[config.mk]
export PLATFORM = sky130hd
export DESIGN_NAME = serial_shift_unit_flat
export DESIGN_NICKNAME = d
export VERILOG_FILES = /design/src/rtl/serial_shift_unit_pkg.sv /design/src/rtl/serial_shift_unit_if.sv /design/src/rtl/serial_shift_unit_shift_step.sv /design/src/rtl/serial_shift_unit.sv /design/src/flat_wrapper.sv
export SDC_FILE = /design/constraint.sdc
export NUM_CORES = 1
export LEC_CHECK = 0
export BUFFER_PORTS_ARGS = -buffer_cell sky130_fd_sc_hd__buf_4
export CORE_MARGIN = 2
export CORE_UTILIZATION = 40
export CTS_CLUSTER_SIZE = 40
export DETAILED_ROUTE_END_ITERATION = 8
export GPL_ROUTABILITY_DRIVEN = 0
export PLACE_DENSITY_LB_ADDON = 0.3
export SETUP_SLACK_MARGIN = 0.1
export SLEW_MARGIN = 10
export SYNTH_ARGS = -nofsm -noshare
export SYNTH_HDL_FRONTEND = slang
export SYNTH_SLANG_ARGS = --single-unit
[constraint.sdc]
create_clock -name clk_i -period 3.9 [get_ports clk_i]
set_clock_uncertainty 0.05 [all_clocks]
set_input_delay 0.39 -clock clk_i [delete_from_list [all_inputs] [get_ports clk_i]]
set_output_delay 0.39 -clock clk_i [all_outputs]
set_load 0.01 [all_outputs]
[src/rtl/serial_shift_unit_pkg.sv]
// Shared types for the serial shifter: FSM states, shift modes and default widths.
// Build macro SERIAL_SHIFT_ROTATE_EN enables the rotate modes at the interface.
package serial_shift_unit_pkg;

  localparam int unsigned DefWidth   = 16;
  localparam int unsigned DefAmtBits = 4;

  typedef enum logic [1:0] {
    StIdle,
    StShift,
    StFinish
  } state_e;

  typedef enum logic [2:0] {
    ShLeft,
    ShRightLog,
    ShRightArith,
    ShRotLeft,
    ShRotRight
  } shift_mode_e;

  // Rotate overrides Arith; Arith only matters for right shifts.
  function automatic shift_mode_e mode_sel(input logic left, input logic arith,
                                           input logic rotate);
    shift_mode_e mode;
    if (rotate) begin
      mode = left ? ShRotLeft : ShRotRight;
    end else if (left) begin
      mode = ShLeft;
    end else begin
      mode = arith ? ShRightArith : ShRightLog;
    end
    return mode;
  endfunction

endpackage

[src/rtl/serial_shift_unit_if.sv]
// Start/Done handshake bundle for the serial shifter.
// Build macro SERIAL_SHIFT_ROTATE_EN adds the rotate request bit.
interface serial_shift_unit_if
  import serial_shift_unit_pkg::*;
#(
  parameter int unsigned Width   = DefWidth,
  parameter int unsigned AmtBits = DefAmtBits
);

  logic               start;
  logic [Width-1:0]   din;
  logic [AmtBits-1:0] amount;
  logic               left;
  logic               arith;
`ifdef SERIAL_SHIFT_ROTATE_EN
  logic               rotate;
`endif
  logic               busy;
  logic               done;
  logic [Width-1:0]   dout;

  modport master (
    output start, din, amount, left, arith,
`ifdef SERIAL_SHIFT_ROTATE_EN
    output rotate,
`endif
    input  busy, done, dout
  );

  modport slave (
    input  start, din, amount, left, arith,
`ifdef SERIAL_SHIFT_ROTATE_EN
    input  rotate,
`endif
    output busy, done, dout
  );

endinterface

[src/rtl/serial_shift_unit_shift_step.sv]
// Combinational single-bit shift/rotate step applied once per SHIFT cycle.
module serial_shift_unit_shift_step
  import serial_shift_unit_pkg::*;
#(
  parameter int unsigned Width = DefWidth
) (
  input  shift_mode_e      mode_i,
  input  logic [Width-1:0] data_i,
  output logic [Width-1:0] data_o
);

  always_comb begin
    data_o = data_i;
    unique case (mode_i)
      ShLeft:       data_o = {data_i[Width-2:0], 1'b0};
      ShRightLog:   data_o = {1'b0, data_i[Width-1:1]};
      ShRightArith: data_o = {data_i[Width-1], data_i[Width-1:1]};
      ShRotLeft:    data_o = {data_i[Width-2:0], data_i[Width-1]};
      ShRotRight:   data_o = {data_i[0], data_i[Width-1:1]};
      default:      data_o = data_i;
    endcase
  end

endmodule

[src/rtl/serial_shift_unit.sv]
// Multi-cycle shifter, one bit per clock, for register-held amounts; Start/Done handshake.
// Build macro SERIAL_SHIFT_ROTATE_EN enables rotate requests through the interface.
module serial_shift_unit
  import serial_shift_unit_pkg::*;
#(
  parameter int unsigned Width   = DefWidth,
  parameter int unsigned AmtBits = DefAmtBits
) (
  input logic                clk_i,
  input logic                rst_ni,
  serial_shift_unit_if.slave bus_io
);

  state_e             state_q;
  shift_mode_e        mode_q;
  logic [AmtBits-1:0] count_q;
  logic [Width-1:0]   dout_q;
  logic [Width-1:0]   step_d;
  logic               busy_q;
  logic               done_q;
  logic               rotate_in;

`ifdef SERIAL_SHIFT_ROTATE_EN
  assign rotate_in = bus_io.rotate;
`else
  assign rotate_in = 1'b0;
`endif

  serial_shift_unit_shift_step #(
    .Width (Width)
  ) u_shift_step (
    .mode_i (mode_q),
    .data_i (dout_q),
    .data_o (step_d)
  );

  // Done is registered on leaving StFinish, so a new Start is also held off while done_q is up.
  always_ff @(posedge clk_i) begin
    if (!rst_ni) begin
      state_q <= StIdle;
      mode_q  <= ShLeft;
      count_q <= '0;
      dout_q  <= '0;
      busy_q  <= 1'b0;
      done_q  <= 1'b0;
    end else begin
      done_q <= 1'b0;
      unique case (state_q)
        StIdle: begin
          if (bus_io.start && !done_q) begin
            dout_q  <= bus_io.din;
            count_q <= bus_io.amount;
            mode_q  <= mode_sel(bus_io.left, bus_io.arith, rotate_in);
            if (bus_io.amount != '0) begin
              state_q <= StShift;
              busy_q  <= 1'b1;
            end else begin
              state_q <= StFinish;
            end
          end
        end
        StShift: begin
          dout_q  <= step_d;
          count_q <= count_q - AmtBits'(1);
          if (count_q == AmtBits'(1)) begin
            state_q <= StFinish;
            busy_q  <= 1'b0;
          end
        end
        StFinish: begin
          done_q  <= 1'b1;
          state_q <= StIdle;
        end
        default: state_q <= StIdle;
      endcase
    end
  end

  assign bus_io.busy = busy_q;
  assign bus_io.done = done_q;
  assign bus_io.dout = dout_q;

endmodule

[src/flat_wrapper.sv]
// flat-port wrapper written by rule: the top's interface ports become plain ports
module serial_shift_unit_flat import serial_shift_unit_pkg::*;
#(
  parameter int unsigned Width   = DefWidth,
  parameter int unsigned AmtBits = DefAmtBits
)
  (clk_i, rst_ni, bus_io_start, bus_io_din, bus_io_amount, bus_io_left, bus_io_arith, bus_io_busy, bus_io_done, bus_io_dout);
  serial_shift_unit_if #(.Width(Width), .AmtBits(AmtBits)) bus_io_i ();
  input logic clk_i;
  input logic rst_ni;
  input wire logic [$bits(bus_io_i.start)-1:0] bus_io_start;
  input wire logic [$bits(bus_io_i.din)-1:0] bus_io_din;
  input wire logic [$bits(bus_io_i.amount)-1:0] bus_io_amount;
  input wire logic [$bits(bus_io_i.left)-1:0] bus_io_left;
  input wire logic [$bits(bus_io_i.arith)-1:0] bus_io_arith;
  output wire logic [$bits(bus_io_i.busy)-1:0] bus_io_busy;
  output wire logic [$bits(bus_io_i.done)-1:0] bus_io_done;
  output wire logic [$bits(bus_io_i.dout)-1:0] bus_io_dout;
  assign bus_io_i.start = bus_io_start;
  assign bus_io_i.din = bus_io_din;
  assign bus_io_i.amount = bus_io_amount;
  assign bus_io_i.left = bus_io_left;
  assign bus_io_i.arith = bus_io_arith;
  assign bus_io_busy = bus_io_i.busy;
  assign bus_io_done = bus_io_i.done;
  assign bus_io_dout = bus_io_i.dout;
  serial_shift_unit #(.Width(Width), .AmtBits(AmtBits)) u_core (.clk_i(clk_i), .rst_ni(rst_ni), .bus_io(bus_io_i));
endmodule
==> flow_metrics.tcl, run 1 <==
set metrics [dict create \
    outcome "finished, final reports clean" \
    cts_tree "built" \
    cts_hold_buffers 0 \
    grt_usage 0.168 \
    fin_crit_ns 2.18 \
    drtPass1Iterations 4 \
    mappedNetlistNets 183 \
    finalMaxSlewViolations 0 \
    p_leak_nw 0.801 \
    grt_max_degree 29 \
    synthDistinctLibCells 41 \
    n_antenna_cell 0 \
    synthToLayoutAreaGrowth_pct 24.3 \
    syn_area_um2 1480 \
    setup_slack_ns 1.72 \
    crit_path_max_fanout 14 \
    clk_pin_slew_ns 0.09 \
    drt-initial-drc-count 118 \
    wire_per_inst_um 13.9 \
    numCtsBuffers 3 \
    yosys-top-cells-area "dfxtp_1, a221oi_2, mux2_4, o21ai_0, nor2_1" \
    die-height_um 64.8 \
    grt_antenna_before_repair 0 \
    clockRootBuffer "clkbuf_8" \
    endpoint_kind "register" \
    slew_headroom 0.285 \
    post_route_cells_drive_above_1_share 0.384 \
    cts_max_path_buffers 2 \
    die_area_um2 4200 \
    vias 1291 \
    min_path_type "input pin to register" \
    finalSetupViolCount 0 \
    fmax_mhz 458 \
    pin_count 43 \
    cts_sinks 26 \
    antenna_left 0 \
    yosysTopAreaCell "dfxtp_1" \
    fin_area_um2 1840 \
    synth_warnings 0 \
    dieWidth_um 64.8 \
    tns_ns 0 \
    crit_arrival_ns 2.29 \
    rows 22 \
    cts_setup_buffers 0 \
    place_ws_ns 1.74 \
    cp.required_ns 4.00 \
    placed_area_um2 1800 \
    maxCapViolCount 0 \
    remaining_drc_errors 0 \
    port_buffers 42 \
    yosysSeqAreaShare 0.352 \
    cts_resized 0 \
    gr-total-overflow 0 \
    worst_slew_pin_slew_ns 1.07 \
    start_kind "register" \
    avgViaCountPerCell 5.42 \
    synth-edff-count 0 \
    fin_nets 219 \
    finalHoldViolCount 0 \
    dp_hpwl_um 2390 \
    dp.cells 235 \
    rsz0062_at_grt "no" \
    irDropWorstVdd_v 0.000224 \
    synth_top_flop_cell "dfxtp_1" \
    avgSynthCellArea_um2 9.48 \
    grt_pass1_vias 1260 \
    r2r_setup_slack_ns 1.72 \
    crit_type "register to register" \
    ctsHtreeMaxLevel 1 \
    clk_latency_ns 0.26 \
    core_area_um2 3610 \
    synth_top_area_frac 0.352 \
    start_util 0.410 \
    async_reset_ff_frac 0 \
    synthCells 156 \
    instances_no_fill 238 \
    grt_pass1_wl_um 5780 \
    wl_um 3310 \
    period_share 0.560 \
    p_per_area_nw_per_um2 406 \
    synth-seq-cells 26 \
]
==> kinds of logic (layout without fill, tap and decap cells) <==
logic type / count (synthesis) / in the layout / synth area share
AOI/OAI and AO/OA: 52 / 52 / 0.271
and+or+nand+nor: 41 / 41 / 0.143
DFF: 26 / 26 / 0.352
buffers and inverters: 17 / 51 / 0.0567
muxes: 16 / 16 / 0.143
adders and majority gates: 3 / 3 / 0.0237
xor gates and xnor gates: 1 / 1 / 0.0110
==> path summary, 6_finish.rpt <==
check	startpoint	to	depth (start not counted)
max	u_core.mode_q[1]	u_core.bus_io.dout[7]	4
min	bus_io_din[10]	u_core.bus_io.dout[10]	3
max reg2reg	u_core.mode_q[1]	u_core.bus_io.dout[7]	4
min reg2reg	u_core.bus_io.dout[0]	u_core.bus_io.dout[0]	2
==> critical path, stage by stage (launching register included) <==
cell	delay (ns)
dfxtp_1	0.38
xnor2_2	0.85
mux2_2	0.42
a221oi_1	0.28
nor2_1	0.09
==> through the flow <==
| stage | total power (W) | utilization | hold slack [ns] |
|---|---|---|---|
| finish | 0.000746 | 0.510 | 0.321 |
| global route | 0.000800 | 0.510 | 0.324 |
| CTS | 0.000752 | 0.510 | 0.325 |
| detailed placement | 0.000605 | 0.498 | 0.452 |
| global placement | 0.000598 | 0.498 | 0.442 |
| floorplan | 0.000517 | - | 0.429 |
==> where the power goes <==
group          switching [W]  total [W]  leakage [nW]  internal [W]
sequential         0.0000390   0.000340         0.215      0.000301
clock              0.0000797   0.000149        0.0216     0.0000691
combinational       0.000122   0.000257         0.565      0.000135
==> synth_stat cells (all sizes together), types with 2 or more instances <==
cell type and instances:
a21oi 8, nor2 16, mux2i 2, and3 3, nand2 5, dfxtp 26, o211ai 2, mux2 14
nand3 2, nor2b 4, ha 2, o21a 3, nor3b 2, o21ai 19, clkbuf 6, buf 6
nand2b 2, a221oi 13, inv 5
==> layout make-up <==
cell class,instances,area [µm²]
fillers,355,1770
multi-input cells,113,875
flip-flops and latches,26,520
repair buffers,43,323
well taps,48,60.1
clock buffers,3,41.3
inverters,5,18.8
==> routing by layer <==
layer  wire [µm]  track usage  vias to the layer above
met3         150       0.0174                        2
met2        1630        0.291                       32
met4          10       0.0160                        0
met5           0            0                        -
li1            -            -                      646
met1        1520        0.233                      611
==> state kept, by name (all words and copies together), names as in the netlist <==
| name | flops |
|---|---|
| u_core.count_q | 4 |
| u_core.bus_io.done | 1 |
| u_core.state_q | 2 |
| u_core.mode_q | 2 |
| u_core.bus_io.dout | 16 |
| u_core.bus_io.busy | 1 |
==> placed cells by master, fill, tap and decap left out, types with 2 or more instances in the layout <==
| cell | n |
|---|---|
| dfxtp_1 | 26 |
| mux2i_1 | 2 |
| nand2_1 | 5 |
| nand2b_1 | 2 |
| a21oi_1 | 8 |
| buf_4 | 43 |
| o21a_1 | 3 |
| a221oi_1 | 4 |
| nor2_1 | 16 |
| o211ai_1 | 2 |
| and3_1 | 3 |
| ha_1 | 2 |
| clkbuf_8 | 3 |
| inv_1 | 4 |
| o21ai_0 | 19 |
| mux2_4 | 9 |
| nand3_1 | 2 |
| a221oi_2 | 9 |
| nor3b_1 | 2 |
| mux2_2 | 5 |
| nor2b_1 | 4 |
No activity file was read; power rests on OpenSTA's default activity.
==> run 2, diff against run 1 <==
==> constraint.sdc (replaced) <==
create_clock -name clk_i -period 2.1 [get_ports clk_i]
set_clock_uncertainty 0.05 [all_clocks]
set_input_delay 0.21 -clock clk_i [delete_from_list [all_inputs] [get_ports clk_i]]
set_output_delay 0.21 -clock clk_i [all_outputs]
set_load 0.01 [all_outputs]
==> run 2 against run 1 <==
Against the previous run: first-iteration DRC count fell by 61%; sequential cell count stayed put; routed wire length is 7.8% higher; critical endpoint is now u_core.bus_io.dout[5]; via count is 1.9% higher; highest routed layer unchanged; largest power group unchanged; setup slack worse by 1.5 ns; global-route usage grew 0.89 points; total power up 96%; sequential power increased by 86%; non-clock buffer count increased by 5; count of clock-buffer cells in the layout up 1; utilization grew 1.7 points; clock power up 120%.
==> flow_metrics.tcl, run 2 (same netlist as run 1, synthesis figures left out) <==
set metrics [dict create \
    outcome "finished, final reports clean" \
    irDropWorstVdd_v 0.000316 \
    synthToLayoutAreaGrowth_pct 28.5 \
    cts_sinks 26 \
    n_antenna_cell 0 \
    clockRootBuffer "clkbuf_8" \
    worst_slew_pin_slew_ns 0.589 \
    die-height_um 64.8 \
    crit_arrival_ns 1.95 \
    avgViaCountPerCell 5.39 \
    period_share 0.876 \
    wl_um 3570 \
    total_power_w 0.00146 \
    finalMaxSlewViolations 0 \
    grt_antenna_before_repair 0 \
    p_per_area_nw_per_um2 770 \
    final_common_cell "buf_4" \
    n_fill_cell 329 \
    clk_latency_ns 0.27 \
    ctsHtreeMaxLevel 1 \
    largest_reg_flops 16 \
    drtPass1Iterations 4 \
    met2_usage 0.330 \
    rsz0062_at_grt "no" \
    dp_hpwl_um 2550 \
    wire_per_inst_um 14.6 \
    die_area_um2 4200 \
    p_leak_nw 0.834 \
    start_kind "register" \
    gr-total-overflow 0 \
    drt-initial-drc-count 46 \
    rows 22 \
    slew_headroom 0.607 \
    cp.required_ns 2.21 \
    grtUsageMet1 0.213 \
    cts_max_path_buffers 2 \
    fmax_mhz 543 \
    core_area_um2 3610 \
    min_path_type "input pin to register" \
    fin_nets 224 \
    grt_pass1_vias 1360 \
    mostFrequentLayoutCells "buf_4, dfxtp_1, o21ai_0" \
    remaining_drc_errors 0 \
    grt_usage 0.177 \
    grt_max_degree 29 \
    maxCapViolCount 0 \
    grt_pass1_wl_um 6000 \
    finalHoldViolCount 0 \
    vias 1316 \
    antenna_left 0 \
    finalSetupViolCount 0 \
    numCtsBuffers 3 \
    grt_use_met3 0.0243 \
    fin_crit_ns 1.84 \
    cts_hold_buffers 0 \
    cts_tree "built" \
    crit_type "register to register" \
    grt.busiest_layer "met2" \
    endpoint_kind "register" \
    start_util 0.410 \
    crit_path_max_fanout 14 \
    clk_pin_slew_ns 0.09 \
    dieWidth_um 64.8 \
    port_buffers 42 \
    post_route_cells_drive_above_1_share 0.403 \
    pin_count 43 \
    tns_ns 0 \
    cts_setup_buffers 0 \
]
## run 2: cell count changes in the layout (fill, tap and decap cells not counted)
cell	previous run	this run
clkbuf_8	3	4
xnor2_2	1	0
xnor2_4	0	1
buf_4	43	48
## run 2: path summary, 6_finish.rpt
path / from / slack, ns / cells after the start / endpoint
setup reg to reg: u_core.mode_q[0] / 0.26 / 4 / u_core.bus_io.dout[5]
setup / recovery: u_core.mode_q[0] / 0.26 / 4 / u_core.bus_io.dout[5]
hold / removal: bus_io_din[13] / 0.14 / 3 / u_core.bus_io.dout[13]
hold reg to reg: u_core.bus_io.dout[0] / 0.48 / 2 / u_core.bus_io.dout[0]
## run 2: what timing repair did
item | 4_1_cts | 5_1_grt
setup endpoints to repair | 4 | 0
hold endpoints to repair | 0 | 0
resized for setup | 1 | 0
## run 2: critical path, stage by stage, from the launching register on
cell      delay [ns]
dfxtp_1         0.40
xnor2_4         0.51
mux2_2          0.40
a221oi_1        0.28
nor2_1          0.08
## run 2: cell type report
cell class / instances / area, µm² / area share
Tap cell: 48 / 60.1 / 0.0316
Clock buffer: 4 / 55.1 / 0.0290
Multi-Input combinational cell: 113 / 886 / 0.466
Sequential cell: 26 / 520 / 0.274
Timing Repair Buffer: 48 / 360 / 0.190
Inverter: 5 / 18.8 / 0.00987
## run 2: through the flow
stage                     utilization  cell area (µm²)  hold WS, ns  std cells  worst slack (ns)
after detailed placement        0.509             1830        0.419        240           0.00262
after global routing            0.527             1900        0.134        244             0.121
final                           0.527             1900        0.138        244             0.260
after global placement          0.509             1830        0.410        240            0.0739
after floorplan                     -             1480        0.315        156             0.497
after CTS                       0.527             1900        0.132        244             0.237
## run 2: per-layer routing
layer / vias to the layer above / wire length [µm]
met5: - / 0
met4: 0 / 36
met3: 4 / 173
met2: 35 / 1740
li1: 654 / -
met1: 623 / 1620
## run 2: power by group
group          internal [W]  total [W]  switching (W)
combinational      0.000267   0.000505       0.000238
sequential         0.000559   0.000633      0.0000736
clock              0.000168   0.000326       0.000158
total              0.000994    0.00146       0.000470
